--- config.mk ---
export PLATFORM = sky130hd
export DESIGN_NAME = alu_mdu_control
export DESIGN_NICKNAME = d
export VERILOG_FILES = /design/src/rtl/alu_mdu_control_pkg.sv /design/src/rtl/alu_mdu_control_mdu_iter_core.sv /design/src/rtl/alu_mdu_control.sv
export SDC_FILE = /design/constraint.sdc
export NUM_CORES = 1
export LEC_CHECK = 0
export CAP_MARGIN = 20
export CORE_MARGIN = 1
export CORE_UTILIZATION = 43
export CTS_CLUSTER_DIAMETER = 50
export DETAILED_ROUTE_END_ITERATION = 10
export PLACE_DENSITY = 0.61
export SYNTH_ARGS = -nofsm -noshare
export SYNTH_HDL_FRONTEND = slang
export SYNTH_SLANG_ARGS = --single-unit
--- constraint.sdc ---
create_clock -name clk -period 8.4 [get_ports clk]
set_clock_uncertainty 0.2 [all_clocks]
set_input_delay 1.68 -clock clk [delete_from_list [all_inputs] [get_ports clk]]
set_output_delay 1.68 -clock clk [all_outputs]
set_load 0.01 [all_outputs]
--- src/rtl/alu_mdu_control_pkg.sv ---
// Shared encodings for the RV32 ALU control: ALU op codes, main-control ALU_Op
// classes, RV32M funct3 codes, MDU sequencer states and the ALU decode function.
package alu_mdu_control_pkg;

  localparam logic [3:0] ALU_ADD    = 4'b0000;
  localparam logic [3:0] ALU_SUB    = 4'b0001;
  localparam logic [3:0] ALU_AND    = 4'b0010;
  localparam logic [3:0] ALU_OR     = 4'b0011;
  localparam logic [3:0] ALU_XOR    = 4'b0100;
  localparam logic [3:0] ALU_SLL    = 4'b0101;
  localparam logic [3:0] ALU_SRL    = 4'b0110;
  localparam logic [3:0] ALU_SRA    = 4'b0111;
  localparam logic [3:0] ALU_SLT    = 4'b1000;
  localparam logic [3:0] ALU_SLTU   = 4'b1001;
  localparam logic [3:0] ALU_PASS_B = 4'b1010;

  localparam logic [2:0] ALUOP_R      = 3'b000;
  localparam logic [2:0] ALUOP_I      = 3'b001;
  localparam logic [2:0] ALUOP_LUI    = 3'b010;
  localparam logic [2:0] ALUOP_ADDR   = 3'b011;
  localparam logic [2:0] ALUOP_BRANCH = 3'b100;

  localparam logic [6:0] F7_MULDIV = 7'b0000001;

  localparam logic [2:0] F3_MUL    = 3'b000;
  localparam logic [2:0] F3_MULH   = 3'b001;
  localparam logic [2:0] F3_MULHSU = 3'b010;
  localparam logic [2:0] F3_MULHU  = 3'b011;
  localparam logic [2:0] F3_DIV    = 3'b100;
  localparam logic [2:0] F3_DIVU   = 3'b101;
  localparam logic [2:0] F3_REM    = 3'b110;
  localparam logic [2:0] F3_REMU   = 3'b111;

  typedef enum logic [1:0] {
    ST_IDLE = 2'b00,
    ST_MUL  = 2'b01,
    ST_DIV  = 2'b10,
    ST_DONE = 2'b11
  } mdu_state_e;

  // R-type uses funct7[5] for SUB/SRA; I-type only for SRAI; M-ops decode as ADD.
  function automatic logic [3:0] alu_decode(input logic [2:0] alu_op,
                                            input logic [6:0] f7,
                                            input logic [2:0] f3);
    logic [3:0] op;
    op = ALU_ADD;
    case (alu_op)
      ALUOP_R, ALUOP_I: begin
        if ((alu_op == ALUOP_R) && (f7 == F7_MULDIV)) begin
          op = ALU_ADD;
        end else begin
          case (f3)
            3'b000:  op = ((alu_op == ALUOP_R) && f7[5]) ? ALU_SUB : ALU_ADD;
            3'b001:  op = ALU_SLL;
            3'b010:  op = ALU_SLT;
            3'b011:  op = ALU_SLTU;
            3'b100:  op = ALU_XOR;
            3'b101:  op = f7[5] ? ALU_SRA : ALU_SRL;
            3'b110:  op = ALU_OR;
            3'b111:  op = ALU_AND;
            default: op = ALU_ADD;
          endcase
        end
      end
      ALUOP_LUI:    op = ALU_PASS_B;
      ALUOP_ADDR:   op = ALU_ADD;
      ALUOP_BRANCH: op = ALU_SUB;
      default:      op = ALU_ADD;
    endcase
    return op;
  endfunction

endpackage

--- src/rtl/alu_mdu_control_mdu_iter_core.sv ---
// Iterative RV32M datapath: operand magnitudes, shift-add multiplier / restoring
// divider sharing one 2*XLEN accumulator, iteration counter and sign fix-up.
module mdu_iter_core
  import alu_mdu_control_pkg::*;
#(
  parameter int XLEN = 32
) (
  input  logic            clk,
  input  logic            reset,
  input  logic            start_i,
  input  logic            step_i,
  input  logic [2:0]      funct3_i,
  input  logic [XLEN-1:0] rs1_data_i,
  input  logic [XLEN-1:0] rs2_data_i,
  output logic            skip_o,
  output logic            last_o,
  output logic [XLEN-1:0] result_o
);

  localparam int AW = 2 * XLEN;
  localparam int CW = $clog2(XLEN);

  logic [2:0]      op_q, op_d;
  logic            neg_q, neg_d;
  logic [XLEN-1:0] mcand_q, mcand_d;
  logic [AW-1:0]   acc_q, acc_d;
  logic [CW-1:0]   cnt_q, cnt_d;
  logic [XLEN-1:0] res_q, res_d;

  logic            a_signed_s, b_signed_s, sa_s, sb_s, neg_s;
  logic [XLEN-1:0] a_mag_s, b_mag_s;
  logic            div_zero_s, ovf_s;
  logic [XLEN-1:0] special_s;
  logic [XLEN:0]   mul_sum_s, div_trial_s, div_diff_s;
  logic [AW-1:0]   acc_step_s, prod_s;
  logic [XLEN-1:0] final_s;

  function automatic logic [XLEN-1:0] cneg(input logic n, input logic [XLEN-1:0] v);
    return n ? (~v + XLEN'(1)) : v;
  endfunction

  // Issue-time operand preparation and divide special-case detection
  always_comb begin
    a_signed_s = (funct3_i == F3_MUL) || (funct3_i == F3_MULH) || (funct3_i == F3_MULHSU) ||
                 (funct3_i == F3_DIV) || (funct3_i == F3_REM);
    b_signed_s = (funct3_i == F3_MUL) || (funct3_i == F3_MULH) ||
                 (funct3_i == F3_DIV) || (funct3_i == F3_REM);
    sa_s       = a_signed_s & rs1_data_i[XLEN-1];
    sb_s       = b_signed_s & rs2_data_i[XLEN-1];
    a_mag_s    = cneg(sa_s, rs1_data_i);
    b_mag_s    = cneg(sb_s, rs2_data_i);
    // remainder takes the dividend's sign, everything else the product of signs
    neg_s      = funct3_i[2] && funct3_i[1] ? sa_s : (sa_s ^ sb_s);
    div_zero_s = funct3_i[2] && (rs2_data_i == {XLEN{1'b0}});
    ovf_s      = funct3_i[2] && !funct3_i[0] &&
                 (rs1_data_i == {1'b1, {(XLEN-1){1'b0}}}) && (rs2_data_i == {XLEN{1'b1}});
    if (div_zero_s) begin
      special_s = funct3_i[1] ? rs1_data_i : {XLEN{1'b1}};
    end else begin
      special_s = funct3_i[1] ? {XLEN{1'b0}} : rs1_data_i;
    end
  end

  assign skip_o = div_zero_s | ovf_s;
  assign last_o = (cnt_q == CW'(XLEN - 1));

  // One multiply or divide iteration and the sign-corrected final result
  always_comb begin
    mul_sum_s   = {1'b0, acc_q[AW-1:XLEN]} + (acc_q[0] ? {1'b0, mcand_q} : {(XLEN+1){1'b0}});
    div_trial_s = acc_q[AW-1:XLEN-1];
    div_diff_s  = div_trial_s - {1'b0, mcand_q};
    if (op_q[2]) begin
      if (!div_diff_s[XLEN]) begin
        acc_step_s = {div_diff_s[XLEN-1:0], acc_q[XLEN-2:0], 1'b1};
      end else begin
        acc_step_s = {div_trial_s[XLEN-1:0], acc_q[XLEN-2:0], 1'b0};
      end
    end else begin
      acc_step_s = {mul_sum_s, acc_q[XLEN-1:1]};
    end
    prod_s = neg_q ? (~acc_step_s + AW'(1)) : acc_step_s;
    case (op_q)
      F3_MUL:                       final_s = prod_s[XLEN-1:0];
      F3_MULH, F3_MULHSU, F3_MULHU: final_s = prod_s[AW-1:XLEN];
      F3_DIV, F3_DIVU:              final_s = cneg(neg_q, acc_step_s[XLEN-1:0]);
      F3_REM, F3_REMU:              final_s = cneg(neg_q, acc_step_s[AW-1:XLEN]);
      default:                      final_s = {XLEN{1'b0}};
    endcase
  end

  // Next-state for operands, accumulator, counter and result
  always_comb begin
    op_d    = op_q;
    neg_d   = neg_q;
    mcand_d = mcand_q;
    acc_d   = acc_q;
    cnt_d   = cnt_q;
    res_d   = res_q;
    if (start_i) begin
      op_d    = funct3_i;
      neg_d   = neg_s;
      mcand_d = funct3_i[2] ? b_mag_s : a_mag_s;
      acc_d   = {{XLEN{1'b0}}, (funct3_i[2] ? a_mag_s : b_mag_s)};
      cnt_d   = CW'(0);
      if (skip_o) begin
        res_d = special_s;
      end else begin
        res_d = res_q;
      end
    end else if (step_i) begin
      acc_d = acc_step_s;
      cnt_d = cnt_q + CW'(1);
      if (last_o) begin
        res_d = final_s;
      end else begin
        res_d = res_q;
      end
    end else begin
      acc_d = acc_q;
    end
  end

  // Datapath registers
  always_ff @(posedge clk or negedge reset) begin
    if (!reset) begin
      op_q    <= 3'b000;
      neg_q   <= 1'b0;
      mcand_q <= {XLEN{1'b0}};
      acc_q   <= {AW{1'b0}};
      cnt_q   <= {CW{1'b0}};
      res_q   <= {XLEN{1'b0}};
    end else begin
      op_q    <= op_d;
      neg_q   <= neg_d;
      mcand_q <= mcand_d;
      acc_q   <= acc_d;
      cnt_q   <= cnt_d;
      res_q   <= res_d;
    end
  end

  assign result_o = res_q;

endmodule

--- src/rtl/alu_mdu_control.sv ---
// Execute-stage ALU control: combinational RV32I decode plus the handshake FSM
// that stalls the pipeline while the iterative RV32M unit runs.
module alu_mdu_control
  import alu_mdu_control_pkg::*;
#(
  parameter int XLEN     = 32,
  parameter int ALU_OP_W = 4
) (
  input  logic                clk,
  input  logic                reset,
  input  logic                valid_i,
  input  logic                flush_i,
  input  logic [6:0]          funct7_i,
  input  logic [2:0]          ALU_Op_i,
  input  logic [2:0]          funct3_i,
  input  logic [XLEN-1:0]     rs1_data_i,
  input  logic [XLEN-1:0]     rs2_data_i,
  output logic [ALU_OP_W-1:0] ALU_Operation_o,
  output logic [XLEN-1:0]     mdu_result_o,
  output logic                result_sel_o,
  output logic                stall_o,
  output logic                done_o
);

  mdu_state_e state_q, state_d;
  logic       m_op_s, start_s, step_s, skip_s, last_s;

  assign ALU_Operation_o = ALU_OP_W'(alu_decode(ALU_Op_i, funct7_i, funct3_i));

  assign m_op_s  = valid_i && (ALU_Op_i == ALUOP_R) && (funct7_i == F7_MULDIV);
  assign start_s = (state_q == ST_IDLE) && m_op_s && !flush_i;
  assign step_s  = ((state_q == ST_MUL) || (state_q == ST_DIV)) && !flush_i;

  mdu_iter_core #(.XLEN(XLEN)) u_core (
    .clk        (clk),
    .reset      (reset),
    .start_i    (start_s),
    .step_i     (step_s),
    .funct3_i   (funct3_i),
    .rs1_data_i (rs1_data_i),
    .rs2_data_i (rs2_data_i),
    .skip_o     (skip_s),
    .last_o     (last_s),
    .result_o   (mdu_result_o)
  );

  // State register
  always_ff @(posedge clk or negedge reset) begin
    if (!reset) begin
      state_q <= ST_IDLE;
    end else begin
      state_q <= state_d;
    end
  end

  // Next-state logic; flush wins from every state
  always_comb begin
    state_d = state_q;
    if (flush_i) begin
      state_d = ST_IDLE;
    end else begin
      case (state_q)
        ST_IDLE: begin
          if (!m_op_s) begin
            state_d = ST_IDLE;
          end else if (skip_s) begin
            state_d = ST_DONE;
          end else begin
            state_d = funct3_i[2] ? ST_DIV : ST_MUL;
          end
        end
        ST_MUL, ST_DIV: begin
          if (last_s) begin
            state_d = ST_DONE;
          end else begin
            state_d = state_q;
          end
        end
        ST_DONE: state_d = ST_IDLE;
        default: state_d = ST_IDLE;
      endcase
    end
  end

  // Handshake outputs
  always_comb begin
    stall_o      = 1'b0;
    done_o       = 1'b0;
    result_sel_o = 1'b0;
    case (state_q)
      ST_IDLE:        stall_o = m_op_s && !flush_i;
      ST_MUL, ST_DIV: stall_o = !flush_i;
      ST_DONE: begin
        done_o       = !flush_i;
        result_sel_o = !flush_i;
      end
      default: stall_o = 1'b0;
    endcase
  end

endmodule
==> results.tsv, run 1 <==
metric	value	unit
syn-num-nets	2341	
syn_area_per_cell	7.23	sq um
portBuffers	119	
htreeDepth	4	
hp-start	u_core.result_o[6]	
cts.sinks	139	
whs_path_depth	1	
path_clk_slew	0.07	ns
yosysTopAreaCellShare	22.0	%
start_kind	flop	
overflow	0	
synth_top_area_cell	dfrtp_1	
clock.fmax	0.153	GHz
place_area	17400	sq um
ys_ff_latch	139	
clock_path_buffers	2	
first_pass_iters	6	
root_buffer	clkbuf_16	
vias	17400	
synthCells	2184	
slowest_stage	nor4_2	
ioPinCount	120	
hold_viol	0	
p_per_area	117	nW/um^2
crit_fanout	21	
area_growth	13.7	%
die_h	194	um
gp_congestion	0.987	
outcome	finished, final reports clean	
hold_buffers	0	
setup_tns	0	ns
min_period	6.51	ns
grt_pass1_wl	99800	um
ant_nets	0	
drv_slew	0	
place_hpwl	51500	um
ys_types	91	
setup_viol	0	
rr_startpoint	u_core.acc_q[56]	
cts_made_buffers	17	
end_kind	flop	
reg2reg_depth	14	
grt_max_degree	91	
worst_pin_slew	1.11	ns
maxCapViolCount	0	
power.leakage	7.46	nW
synthArstFlopShare	100	%
drive_gt1_share	5.09	%
startpoint	u_core.acc_q[56]	
stdcell_area	17900	sq um
synth-edff-count	0	
initial_core_util	44.1	%
cts_resized	0	
rows	69	
antenna_found_initial	2	
pre_cts_ws	2.11	ns
relSlewSlack	25.7	%
path_cells	ha_1, nand4_1, nor4_2, a221oi_1, a21boi_1, a211o_1, mux2_2, nor4_2, nand2_1, or2_0, o41ai_1, xnor2_1, a211oi_1, nor3_1	
dieArea	37500	sq um
nets	2384	
cts_tree	yes	
drcViolationCount	0	
layout_commonest_cell	nand2_1	
final_util	50.1	%
dp_cells	2669	
grt_pass1_vias	16300	
fin_ws	1.89	ns
path_class	flop to flop	
diodes	0	
routed_wl	65700	um
clock_latency	0.45	ns
via_per_inst	6.43	
seq_area_frac_synth	22.0	%
postCtsSetupRepairBufs	0	
synth_ff_type	dfrtp_1	
fillers	3571	
dieWidth	194	um
ir_drop	0.0000837	V
cpLargestDelayFamily	simple AND/OR/NAND/NOR gates	
synthesis.area	15800	sq um
ff2ff_setup_slack	1.89	ns
rsz0062_at_grt	false	
drtIter0Drc	1608	
final_cells	2701	
holdCritPathClass	flop to flop	
min_period_over_period	77.6	%
critPathMostFrequentCell	nor4_2	
post_drt_wl_per_cell	24.3	um
yosys-top-cells-area	dfrtp_1 22%, a21oi_1 7.0%, o21ai_0 6.7%, nand2_1 6.1%, ha_1 5.9%	
ys_warn_count	0	
r2r-end	u_core.result_o[16]	
groute.usage.overall	34.7	%
hold_path_end	u_core.result_o[6]	
cp_data_required_time	8.54	ns
critPathArrivalTime	6.65	ns
crit_buf_inv	0	
cpPeakStageDelay	0.73	ns
layout_common_cells	255 x nand2_1, 221 x a21oi_1, 217 x nor2_1	
core_area	35800	sq um
cp.depth	14	
area by class of cell:
class,instances,area [sq um],area share (%)
tap,461,577,3.21
sequential,139,3480,19.4
clock inverter,14,149,0.830
inverter,65,244,1.36
clock buffer,18,439,2.45
multi-input combinational,1853,11600,64.8
timing repair buffer,151,1430,7.97
layer usage:
metal | GRT usage, % | part of all wire, % | wire (um) | vias to the layer above
li1 | - | - | - | 8096
met1 | 45.2 | 42 | 27700 | 8248
met2 | 56.4 | 45 | 29800 | 855
met3 | 4.99 | 7.5 | 4920 | 158
met4 | 16.7 | 4.9 | 3210 | 0
met5 | 0 | 0 | 0 | -
report_power, final:
group          internal, W  switching (W)
registers         0.000678      0.0000112
clock network     0.000429       0.000363
logic             0.000208       0.000410
worst max path at each step:
stage / slack, ns / end
global route: 1.46 / u_core.result_o[16]
finish: 1.89 / u_core.result_o[16]
global placement: 2.16 / u_core.result_o[30]
floorplan: 2.51 / u_core.result_o[16]
detailed placement: 2.11 / u_core.result_o[16]
CTS: 2.07 / u_core.result_o[16]
sequential cells by signal, summed over array words and instances (netlist names):
| register | cells |
|---|---|
| u_core.op_q | 3 |
| u_core.cnt_q | 5 |
| u_core.result_o | 32 |
| u_core.acc_q | 64 |
| state_q | 2 |
| u_core.mcand_q | 32 |
| u_core.neg_q | 1 |
cell families after synthesis:
family	Yosys count	synth area share (%)
compound gates	767	30.7
xor+xnor	154	8.54
fa+ha+maj	86	6.75
buf+inv	192	4.68
flops	139	22.0
mux	49	3.23
simple gates	797	24.1
stage by stage:
| step | total power, W | hold WS [ns] |
|---|---|---|
| 5_1_grt | 0.00218 | 0.306 |
| 3_3_place_gp | 0.00130 | 0.261 |
| 3_5_place_dp | 0.00131 | 0.265 |
| 4_1_cts | 0.00209 | 0.282 |
| 2_1_floorplan | 0.00107 | 0.263 |
| 6_report | 0.00210 | 0.281 |
cell usage after synthesis, types with 7 or more instances:
cell      number
o211ai_1      62
o21a_1        13
o21bai_1       9
nand2b_1      23
clkbuf_1     104
xor2_1        71
dfrtp_1      139
or4_1         12
nand2_1      255
ha_1          74
a21boi_0       8
a221oi_1      16
nand4_1       25
mux2i_1       42
and3_1        15
xnor2_1       83
or3_1         22
maj3_1        10
and2_1        49
a311oi_1       7
nor3_1        57
buf_1         17
a22o_1        22
nor2b_1       21
a21o_1        19
o31ai_1       23
o311ai_0       8
a211oi_1      16
inv_1         63
nand3_1       33
a211o_1        8
a21oi_1      221
nor4_1        17
nor2_1       219
o21ai_0      211
or2_2         11
o22ai_1       16
a31oi_1       38
Power figures use the tool's default switching activity.
==> run 2: changes to the inputs <==
Settings changed: PLACE_DENSITY 0.61 to 0.63.
Clock period 8.4 ns to 5.5 ns, I/O delays scaled along.
==> run 2 against run 1 <==
- sequential share of layout area shrank 0.79 points
- largest power group unchanged
- critical path depth did not move
- critical path type unchanged
- critical endpoint is now u_core.result_o[28]
- core utilization up 2.1 points
==> results.tsv, run 2 (synthesis results as in run 1) <==
metric	value	unit	change
pwr-share-comb	30.9	%	was 29.5%
ioPinCount	120		unchanged
crit_buf_inv	0		unchanged
share_seq_of_total_power	31.8	%	was 32.8%
drcViolationCount	0		unchanged
end_kind	flop		unchanged
critPathMostFrequentCell	a31oi_1		was nor4_2
clock_path_buffers	2		unchanged
holdCritPathClass	flop to flop		unchanged
final_util	52.2	%	was 50.1%
clock.fmax	0.189	GHz	was 0.153 GHz
largest_reg_flops	64		unchanged
power.leakage	7.92	nW	was 7.46 nW
outcome	finished, final reports clean		unchanged
reg2reg_depth	14		unchanged
whs_path_depth	2		was 1
groute.usage.overall	36.2	%	was 34.7%
post_drt_wl_per_cell	24.4	um	was 24.3 um
ir_drop	0.000186	V	was 0.0000837 V
min_period	5.28	ns	was 6.51 ns
drv_slew	0		unchanged
worst_pin_slew	1.05	ns	was 1.11 ns
p_sw	0.00121	W	was 0.000783 W
cpPeakStageDelay	0.61	ns	was 0.73 ns
hold_viol	0		unchanged
pre_cts_ws	0.139	ns	was 2.11 ns
grt_pass1_wl	104000	um	was 99800 um
path_cells	ha_1, a21oi_1, nor3b_2, a211oi_4, o2111a_1, a211o_2, a31oi_1, a21boi_0, or4b_4, or4_1, nor3_1, a31oi_1, xnor2_1, a221o_1		was ha_1, nand4_1, nor4_2, a221oi_1, a21boi_1, a211o_1, mux2_2, nor4_2, nand2_1, or2_0, o41ai_1, xnor2_1, a211oi_1, nor3_1
p_per_area	177	nW/um^2	was 117 nW/um^2
root_buffer	clkbuf_16		unchanged
layout_commonest_cell	nand2_1		unchanged
min_period_over_period	96.1	%	was 77.6%
internal_power	0.00210	W	was 0.00131 W
antenna_found_initial	5		was 2
grt_max_degree	116		was 91
top_register	u_core.acc_q		unchanged
cpLargestDelayFamily	compound AO/OA/AOI/OAI gates		was simple AND/OR/NAND/NOR gates
dieWidth	194	um	unchanged
cts_tree	yes		unchanged
dieArea	37500	sq um	unchanged
setup_tns	0	ns	unchanged
p_total	0.00330	W	was 0.00210 W
portBuffers	119		unchanged
first_pass_iters	5		was 6
met3_length	4570	um	was 4920 um
nets	2471		was 2384
gp_congestion	0.978		was 0.987
layout_common_cells	255 x nand2_1, 219 x a21oi_1, 217 x nor2_1		was 255 x nand2_1, 221 x a21oi_1, 217 x nor2_1
rows	69		unchanged
die_h	194	um	unchanged
drtIter0Drc	1803		was 1608
switching_share	36.5	%	was 37.3%
wl_met2	31400	um	was 29800 um
clock_latency	0.45	ns	about the same
start_kind	flop		unchanged
maxCapViolCount	0		unchanged
drive_gt1_share	9.07	%	was 5.09%
cp.depth	14		unchanged
path_class	flop to flop		unchanged
setup_viol	0		unchanged
area_growth	18.5	%	was 13.7%
fin_ws	0.215	ns	was 1.89 ns
core_area	35800	sq um	unchanged
cts.sinks	139		unchanged
overflow	0		unchanged
rsz0062_at_grt	false		unchanged
critPathArrivalTime	5.42	ns	was 6.65 ns
routed_wl	68000	um	was 65700 um
cts_made_buffers	17		unchanged
wl_met1	28800	um	was 27700 um
vias	17700		was 17.4k
pwr-share-clk	37.3	%	was 37.7%
relSlewSlack	29.7	%	was 25.7%
crit_fanout	8		was 21
initial_core_util	44.1	%	unchanged
top_layer_used	met5		was met4
grt_pass1_vias	16900		was 16.3k
cp_data_required_time	5.64	ns	was 8.54 ns
place_hpwl	54200	um	was 51500 um
diodes	0		unchanged
hold_buffers	0		unchanged
htreeDepth	4		unchanged
slowest_stage	or4_1		was nor4_2
path_clk_slew	0.07	ns	about the same
via_per_inst	6.34		was 6.43
ant_nets	0		unchanged
## run 2: worst min-delay path, cell delays in order, from the launching register on
cell and delay, ns:
dfrtp_1 0.35, nand2_1 0.05, nand3_1 0.06
## run 2: area by class of cell
| class | count | area (sq um) |
|---|---|---|
| timing repair buffer | 238 | 2120 |
| fill | 3569 | 17100 |
| tap | 461 | 577 |
| clock buffer | 19 | 443 |
| inverter | 65 | 244 |
| multi-input combinational | 1853 | 11700 |
| clock inverter | 13 | 159 |
| sequential | 139 | 3480 |
## run 2: final timing paths
path                            slack, ns                from             endpoint
worst max register to register       0.22    u_core.acc_q[36]  u_core.result_o[28]
max in group asynchronous            3.45               reset  u_core.result_o[14]
worst max-delay path                 0.22    u_core.acc_q[36]  u_core.result_o[28]
min in group asynchronous            0.49               reset   u_core.mcand_q[15]
worst min-delay path                 0.29  u_core.result_o[1]   u_core.result_o[1]
worst min register to register       0.29  u_core.result_o[1]   u_core.result_o[1]
## run 2: layer usage
layer / track usage [%] / up-vias
met5: 0 / -
met4: 16.3 / 2
met3: 4.42 / 161
met2: 59.4 / 769
met1: 47.5 / 8478
li1: - / 8259
## run 2: through the flow
stage,cell area (sq um),cells,hold slack [ns]
final,18700,2788,0.289
after CTS,18600,2788,0.290
after global placement,18000,2756,0.264
after global routing,18700,2788,0.328
after detailed placement,18000,2756,0.274
after floorplan,15800,2184,0.263
## run 2: power groups by stage
stage / combinational (W) / clock (W) / sequential, W
6_report: 0.00102 / 0.00123 / 0.00105
2_1_floorplan: 0.000571 / 0 / 0.00106
5_1_grt: 0.00110 / 0.00127 / 0.00105
3_3_place_gp: 0.000990 / 0 / 0.00107
3_5_place_dp: 0.000993 / 0 / 0.00107
4_1_cts: 0.000998 / 0.00123 / 0.00105
## run 2: what timing repair did
action / CTS / global route
setup buffers: 0 / 0
endpoints found under the setup margin: 0 / 12
gates resized for setup: 0 / 12
